**config.mk**
```make
export PLATFORM = sky130hd
export DESIGN_NAME = dmem_responder
export DESIGN_NICKNAME = d
export VERILOG_FILES = /design/src/rtl/kikei_mem_pkg.sv /design/src/rtl/dmem_lane_mux.sv /design/src/rtl/dmem_responder.sv
export SDC_FILE = /design/constraint.sdc
export NUM_CORES = 2
export LEC_CHECK = 0
export BUFFER_PORTS_ARGS = -buffer_cell sky130_fd_sc_hd__buf_2
export CORE_ASPECT_RATIO = 1.75
export CORE_MARGIN = 2
export CORE_UTILIZATION = 55
export DETAILED_ROUTE_END_ITERATION = 10
export PLACE_DENSITY_LB_ADDON = 0.3
export SYNTH_ARGS = -nofsm -noshare
export SYNTH_HDL_FRONTEND = slang
export SYNTH_SLANG_ARGS = --single-unit
```
**constraint.sdc**
```tcl
create_clock -name clk -period 8.4 [get_ports clk]
set_clock_uncertainty 0.1 [all_clocks]
set_input_delay 2.1 -clock clk [delete_from_list [all_inputs] [get_ports clk]]
set_output_delay 2.1 -clock clk [all_outputs]
set_load 0.005 [all_outputs]
```
**src/rtl/kikei_mem_pkg.sv**
```systemverilog
// Shared definitions for the data-memory responder.
// Holds the responder state encoding, the word/byte geometry and the
// latency counter width. There are no ports.
package kikei_mem_pkg;

    localparam int WORD_W = 32;
    localparam int BYTE_W = 8;
    localparam int LANES  = WORD_W / BYTE_W;
    // Wide enough for LATENCY up to 15.
    localparam int CNT_W  = 4;

    typedef enum logic [1:0] {
        IDLE = 2'd0,
        WAIT = 2'd1,
        RESP = 2'd2
    } dmem_state_t;

endpackage

```
**src/rtl/dmem_lane_mux.sv**
```systemverilog
// Byte-lane extract and merge for the data-memory responder.
// Loads: select either the full word or one zero-extended byte lane.
// Stores: produce either the new full word or the old word with one lane
// replaced by the low byte of the store data. Lanes are little-endian, so
// lane 0 is bits [7:0].
//
// Ports
//   i_word       stored word at the addressed index
//   i_lane       byte lane, DataAdr[1:0]
//   i_be         1 = byte access, 0 = word access
//   i_wdata      store data; byte stores use [7:0]
//   o_load_data  load result
//   o_merge_word word to write back for a store
module dmem_lane_mux
    import kikei_mem_pkg::*;
(
    input  logic [WORD_W-1:0] i_word,
    input  logic [1:0]        i_lane,
    input  logic              i_be,
    input  logic [WORD_W-1:0] i_wdata,
    output logic [WORD_W-1:0] o_load_data,
    output logic [WORD_W-1:0] o_merge_word
);

    logic [BYTE_W-1:0] w_byte;
    logic [4:0]        w_bit_base;

    always_comb begin
        w_bit_base   = {i_lane, 3'b000};
        w_byte       = i_word[w_bit_base +: BYTE_W];
        o_load_data  = i_word;
        o_merge_word = i_wdata;
        if (i_be) begin
            o_load_data  = {{(WORD_W-BYTE_W){1'b0}}, w_byte};
            o_merge_word = i_word;
            o_merge_word[w_bit_base +: BYTE_W] = i_wdata[BYTE_W-1:0];
        end
    end

endmodule

```
**src/rtl/dmem_responder.sv**
```systemverilog
// Fixed-latency data-memory responder with a word-organised backing store.
// One request is accepted in IDLE, answered LATENCY cycles later with a
// one-cycle resp_valid pulse, then the block returns to IDLE. Stores commit
// on the edge that ends RESP. The memory array is never reset.
//
// Ports
//   clk         single clock, rising edge
//   reset       synchronous active-high reset
//   req_valid   request present
//   req_ready   request can be accepted (IDLE only)
//   MemWrite    1 = store, 0 = load
//   be          1 = byte access, 0 = word access
//   DataAdr     byte address; upper bits beyond the array alias
//   WriteData   store data
//   resp_valid  one-cycle response pulse
//   ReadData    load data during a load response, otherwise 0
//   stall       busy between accept and response
//
// state | meaning
// IDLE  | ready for a request
// WAIT  | request captured, latency counter running
// RESP  | response cycle; store commits at the end of it
module dmem_responder
    import kikei_mem_pkg::*;
#(
    parameter int DEPTH   = 64,
    parameter int LATENCY = 2
) (
    input  logic              clk,
    input  logic              reset,
    input  logic              req_valid,
    output logic              req_ready,
    input  logic              MemWrite,
    input  logic              be,
    input  logic [WORD_W-1:0] DataAdr,
    input  logic [WORD_W-1:0] WriteData,
    output logic              resp_valid,
    output logic [WORD_W-1:0] ReadData,
    output logic              stall
);

    localparam int              AW         = $clog2(DEPTH);
    localparam logic [CNT_W-1:0] C_LAT_LAST = CNT_W'(LATENCY - 1);

    dmem_state_t       r_state;
    logic [CNT_W-1:0]  r_cnt;
    logic              r_we;
    logic              r_be;
    logic [AW-1:0]     r_idx;
    logic [1:0]        r_lane;
    logic [WORD_W-1:0] r_wdata;
    logic              r_req_ready;
    logic              r_stall;
    logic              r_resp_valid;
    logic [WORD_W-1:0] r_read_data;
    logic [WORD_W-1:0] r_mem [DEPTH];

    logic [AW-1:0]     w_idx;
    logic [1:0]        w_lane;
    logic              w_be;
    logic [WORD_W-1:0] w_mem_word;
    logic [WORD_W-1:0] w_load_data;
    logic [WORD_W-1:0] w_merge_word;
    logic              w_commit;
    logic              w_unused_adr;

    assign w_unused_adr = &{1'b0, DataAdr[WORD_W-1:AW+2]};

    // In IDLE the lane mux looks at the live request so a LATENCY=1 load can
    // register its data on the accept edge; afterwards it uses the capture.
    assign w_idx      = (r_state == IDLE) ? DataAdr[AW+1:2] : r_idx;
    assign w_lane     = (r_state == IDLE) ? DataAdr[1:0]    : r_lane;
    assign w_be       = (r_state == IDLE) ? be              : r_be;
    assign w_mem_word = r_mem[w_idx];

    dmem_lane_mux u_lane_mux (
        .i_word       (w_mem_word),
        .i_lane       (w_lane),
        .i_be         (w_be),
        .i_wdata      (r_wdata),
        .o_load_data  (w_load_data),
        .o_merge_word (w_merge_word)
    );

    // A reset on the closing edge of RESP aborts the store.
    assign w_commit = (r_state == RESP) && r_we && !reset;

    always_ff @(posedge clk) begin
        if (w_commit) begin
            r_mem[r_idx] <= w_merge_word;
        end
    end

    always_ff @(posedge clk) begin
        if (reset) begin
            r_state      <= IDLE;
            r_cnt        <= '0;
            r_we         <= 1'b0;
            r_be         <= 1'b0;
            r_idx        <= '0;
            r_lane       <= '0;
            r_wdata      <= '0;
            r_req_ready  <= 1'b1;
            r_stall      <= 1'b0;
            r_resp_valid <= 1'b0;
            r_read_data  <= '0;
        end else begin
            case (r_state)
                IDLE: begin
                    if (req_valid) begin
                        r_we        <= MemWrite;
                        r_be        <= be;
                        r_idx       <= DataAdr[AW+1:2];
                        r_lane      <= DataAdr[1:0];
                        r_wdata     <= WriteData;
                        r_cnt       <= CNT_W'(1);
                        r_req_ready <= 1'b0;
                        r_stall     <= 1'b1;
                        if (LATENCY == 1) begin
                            r_state      <= RESP;
                            r_resp_valid <= 1'b1;
                            r_read_data  <= MemWrite ? '0 : w_load_data;
                        end else begin
                            r_state <= WAIT;
                        end
                    end
                end
                WAIT: begin
                    if (r_cnt == C_LAT_LAST) begin
                        r_state      <= RESP;
                        r_resp_valid <= 1'b1;
                        r_read_data  <= r_we ? '0 : w_load_data;
                    end else begin
                        r_cnt <= r_cnt + 1'b1;
                    end
                end
                RESP: begin
                    r_state      <= IDLE;
                    r_cnt        <= '0;
                    r_req_ready  <= 1'b1;
                    r_stall      <= 1'b0;
                    r_resp_valid <= 1'b0;
                    r_read_data  <= '0;
                end
                default: begin
                    r_state      <= IDLE;
                    r_cnt        <= '0;
                    r_req_ready  <= 1'b1;
                    r_stall      <= 1'b0;
                    r_resp_valid <= 1'b0;
                    r_read_data  <= '0;
                end
            endcase
        end
    end

    assign req_ready  = r_req_ready;
    assign stall      = r_stall;
    assign resp_valid = r_resp_valid;
    assign ReadData   = r_read_data;

endmodule

```
==> results.md <==
### GRT
* 54.3% — met2 usage in global routing
* 6.31% — met3 capacity usage during global routing
* 370000 um — global-route wire length before repair
* 10 — number of antenna violations at the first check in global routing
* 52000 — vias in the first global route
* met2 — peak-usage layer in the global routing report
* 33.5% — global-route usage over all layers
* 180 — largest net degree at the start of global routing
* 39.2% — global routing usage on met1
* 0 — total congestion overflow

### Timing
* 1.48 ns — slew at the pin closest to its max-slew limit
* 0 — Final Max Slew Viols
* 6.45 ns — time the final worst path needs with I/O delays and setup
* 76.8% — part of the cycle the worst path needs
* 1.95 ns — Final WS setup
* 0 ns — setup TNS
* 155 MHz — upper clock frequency limit
* no — RSZ-0062 raised after global routing
* 0 — total count of hold-check failures in the final report
* 0 — # setup viols final
* 1.14% — normalized max-slew margin

### Drt
* 7207 — 1st-iter DRT viols
* 266000 um — overall routed net length
* 6.88 — routed via count divided by cell count
* 0 — remaining design rule violation count
* 33.9 um — final routed wire length divided by cell count
* 0 — post-detailed-route count of antenna-violating nets
* 54000 — detailed-route via count
* 8 — first-pass detailed-route iteration total

### Setup path
* input pin — Setup crit start kind
* 64 — Crit Path Max Fanout
* a211oi_1 — cell with the biggest individual delay on the critical path
* r_mem[63][12]$_DFFE_PP_ — capturing element of the worst setup path
* compound AO/OA/AOI/OAI gates — delay-heaviest family, CP
* 11 — path depth of the worst reg2reg path
* r_state[0]$_SDFFE_PP0P_ — Reg-to-Reg Start
* 8.83 ns — required time at the endpoint of the critical path
* 12 — total number of cells along the worst setup path
* 0.90 ns — Slowest Stage Delay on Critical Path
* 6.88 ns — Crit path arrival time
* buf_4 — crit-path most repeated cell
* 4 — total buffers and inverters traversed by the critical path
* r_mem[63][12]$_DFFE_PP_ — end of the worst register-to-register path
* buf_2 -> or3b_4 -> nand2_8 -> buf_4 -> buf_4 -> a211oi_1 -> a2111oi_0 -> nor4bb_1 -> a211oi_1 -> a221oi_1 -> nor2_4 -> buf_4 — worst-path cell chain
* DataAdr[2] — first element of the critical path
* input pin to flop — type of the setup path with the least slack
* flop — kind of capture point of the worst setup path
* 2.42 ns — FF-to-FF setup slack

### Finish
* 7846 — Non-Filler Instances
* 5757 — Final nets
* 0.0938 mm^2 — final design area excluding fillers
* 14.4% — share of layout cells above drive strength 1
* 11.4% — area growth from synthesis to layout

### Yosys
* 5632 — number of nets in the synthesized netlist
* edfxtp_1 — most frequent cell after synthesis
* 2131 — flip-flop and latch count after synthesis
* 75.0% — part of the Yosys area used for sequential elements
* edfxtp_1 — leading area contributor after synthesis
* 2048 — count of flip-flops with a built-in enable after synthesis
* 5556 — synthesized instance count
* 0% — asr flop ratio synth
* 0 — number of warnings issued by yosys
* edfxtp_1 — leading register cell type out of synthesis
* edfxtp_1, nand2_1, mux4_2, mux2i_1, dfxtp_1 — cell types with the largest area share after synthesis
* 15.2 um^2 — Avg Synthesized Cell Area
* 91 — Netlist cell types
* 73.0% — area share of the largest cell type after synthesis
* 0.0842 mm^2 — Mapped Area
* edfxtp_1, nand2_1, nand3_1 — top post-synthesis cells by count

### Power
* 23.5 mW — Overall Power
* 30.8 nW — leakage power
* 0.218 mV — peak supply drop
* 250 mW/mm^2 — P per Cell Area

### Place
* 0.0882 mm^2 — area after detailed placement
* 1.31 ns — worst-case setup slack after placement
* 7515 — Inst Count DP
* 0.961 — placer congestion estimate
* 79 — Port Buffer Count
* 154000 um — placed wire-length estimate after detailed placement

### Clocking
* 0 — post-CTS sizing
* 4 — maximum number of buffers from clock root to sink
* 2131 — Clock Sinks
* 0 — number of post-CTS setup repair buffers
* done — TritonCTS clock tree
* 0 — hold buffer count at CTS
* 4 — H-tree levels
* 180 — Inserted Clock Buffers
* 0.86 ns — insertion delay of the later-clocked pin in the worst-skew pair
* 0.06 ns — clk slew on worst S/H paths
* clkbuf_16 — CTS Root Cell

### Die
* 0.153 mm^2 — area of the placeable core
* 522 um — height of the chip
* 190 — Row Count
* 104 — number of ports placed on the die boundary
* 55.2% — Initial Utilization
* 0.156 mm^2 — Total Die Area
* 300 um — die boundary width

### Status
* complete, no violations — status

### Worst hold path
* flop to flop — Hold WC Path Type

### Job
* 0 — total of max-cap violations

[tightest hold or removal path, delay by kind of cell, from the launching register on]
family          cells  cell delay [ns]
compound gates      1             0.05
flops               1             0.31
simple gates        1             0.05
[cell usage in the layout (no fill, tap or decap), types with 79 or more instances in the layout]
master / n
edfxtp_1: 2048
nand2_1: 1022
nand3_1: 324
buf_4: 216
clkbuf_16: 184
mux2i_1: 175
and3_1: 169
a211oi_1: 154
a31oi_1: 128
a21oi_1: 109
mux4_2: 107
a32oi_1: 105
nor2_1: 93
dfxtp_1: 83
buf_2: 79
[per-layer routing]
| metal | up-vias | share of wire [%] |
|---|---|---|
| met5 | - | 0.0049 |
| met4 | 2 | 9.3 |
| met3 | 1067 | 10 |
| met2 | 4004 | 48 |
| met1 | 27000 | 32 |
| li1 | 21900 | - |
[how the worst min path moves through the flow]
stage               slack [ns]                     start                        to  depth (start not counted)
global placement          0.33    req_ready$_SDFFE_PP1P_    req_ready$_SDFFE_PP1P_                          2
global route              0.38    req_ready$_SDFFE_PP1P_    req_ready$_SDFFE_PP1P_                          2
detailed placement        0.35  r_wdata[16]$_SDFFE_PP0P_  r_wdata[16]$_SDFFE_PP0P_                          2
CTS                       0.36    r_lane[1]$_SDFFE_PP0P_    r_lane[1]$_SDFFE_PP0P_                          2
floorplan                 0.34    r_lane[0]$_SDFFE_PP0P_    r_lane[0]$_SDFFE_PP0P_                          2
finish                    0.35    r_lane[1]$_SDFFE_PP0P_    r_lane[1]$_SDFFE_PP0P_                          2
[logic make-up (layout without fill, tap and decap cells)]
| kind of cell | Yosys count | after routing | synth area share [%] |
|---|---|---|---|
| flops | 2131 | 2131 | 75.0 |
| compound gates | 876 | 876 | 7.53 |
| other cells | 0 | 13 | 0 |
| mux | 303 | 303 | 5.21 |
| buf+inv | 385 | 646 | 2.31 |
| xor+xnor | 3 | 3 | 0.0312 |
| simple gates | 1851 | 1851 | 9.82 |
| fa+ha+maj | 7 | 7 | 0.104 |
[power breakdown]
part	internal [mW]	total, mW	switching [mW]
Combinational	0.784	3.12	2.33
Clock	4.45	8.19	3.74
Sequential	12.1	12.1	0.0268
[sequential cells by signal, indices dropped and copies added (netlist names)]
name,count
req_ready,1
r_mem,2048
resp_valid,1
r_wdata,32
r_cnt,4
ReadData,32
r_we,1
r_state,2
stall,1
r_idx,6
r_lane,2
r_be,1
[cell type report]
cell class,instances,area (um^2)
Antenna cell,13,32.5
Clock buffer,217,4740
Clock inverter,101,848
Fill cell,10800,58800
Inverter,7,26.3
Multi-Input combinational cell,3040,20000
Sequential cell,2131,63200
Tap cell,2016,2520
Timing Repair Buffer,321,2540
[per-stage QoR]
stage / utilization [%] / hold slack [ns]
floorplan: - / 0.336
global placement: 57.8 / 0.333
detailed placement: 57.8 / 0.349
CTS: 61.5 / 0.360
global route: 61.5 / 0.376
finish: 61.5 / 0.355
(Power assumes the default switching activity.)
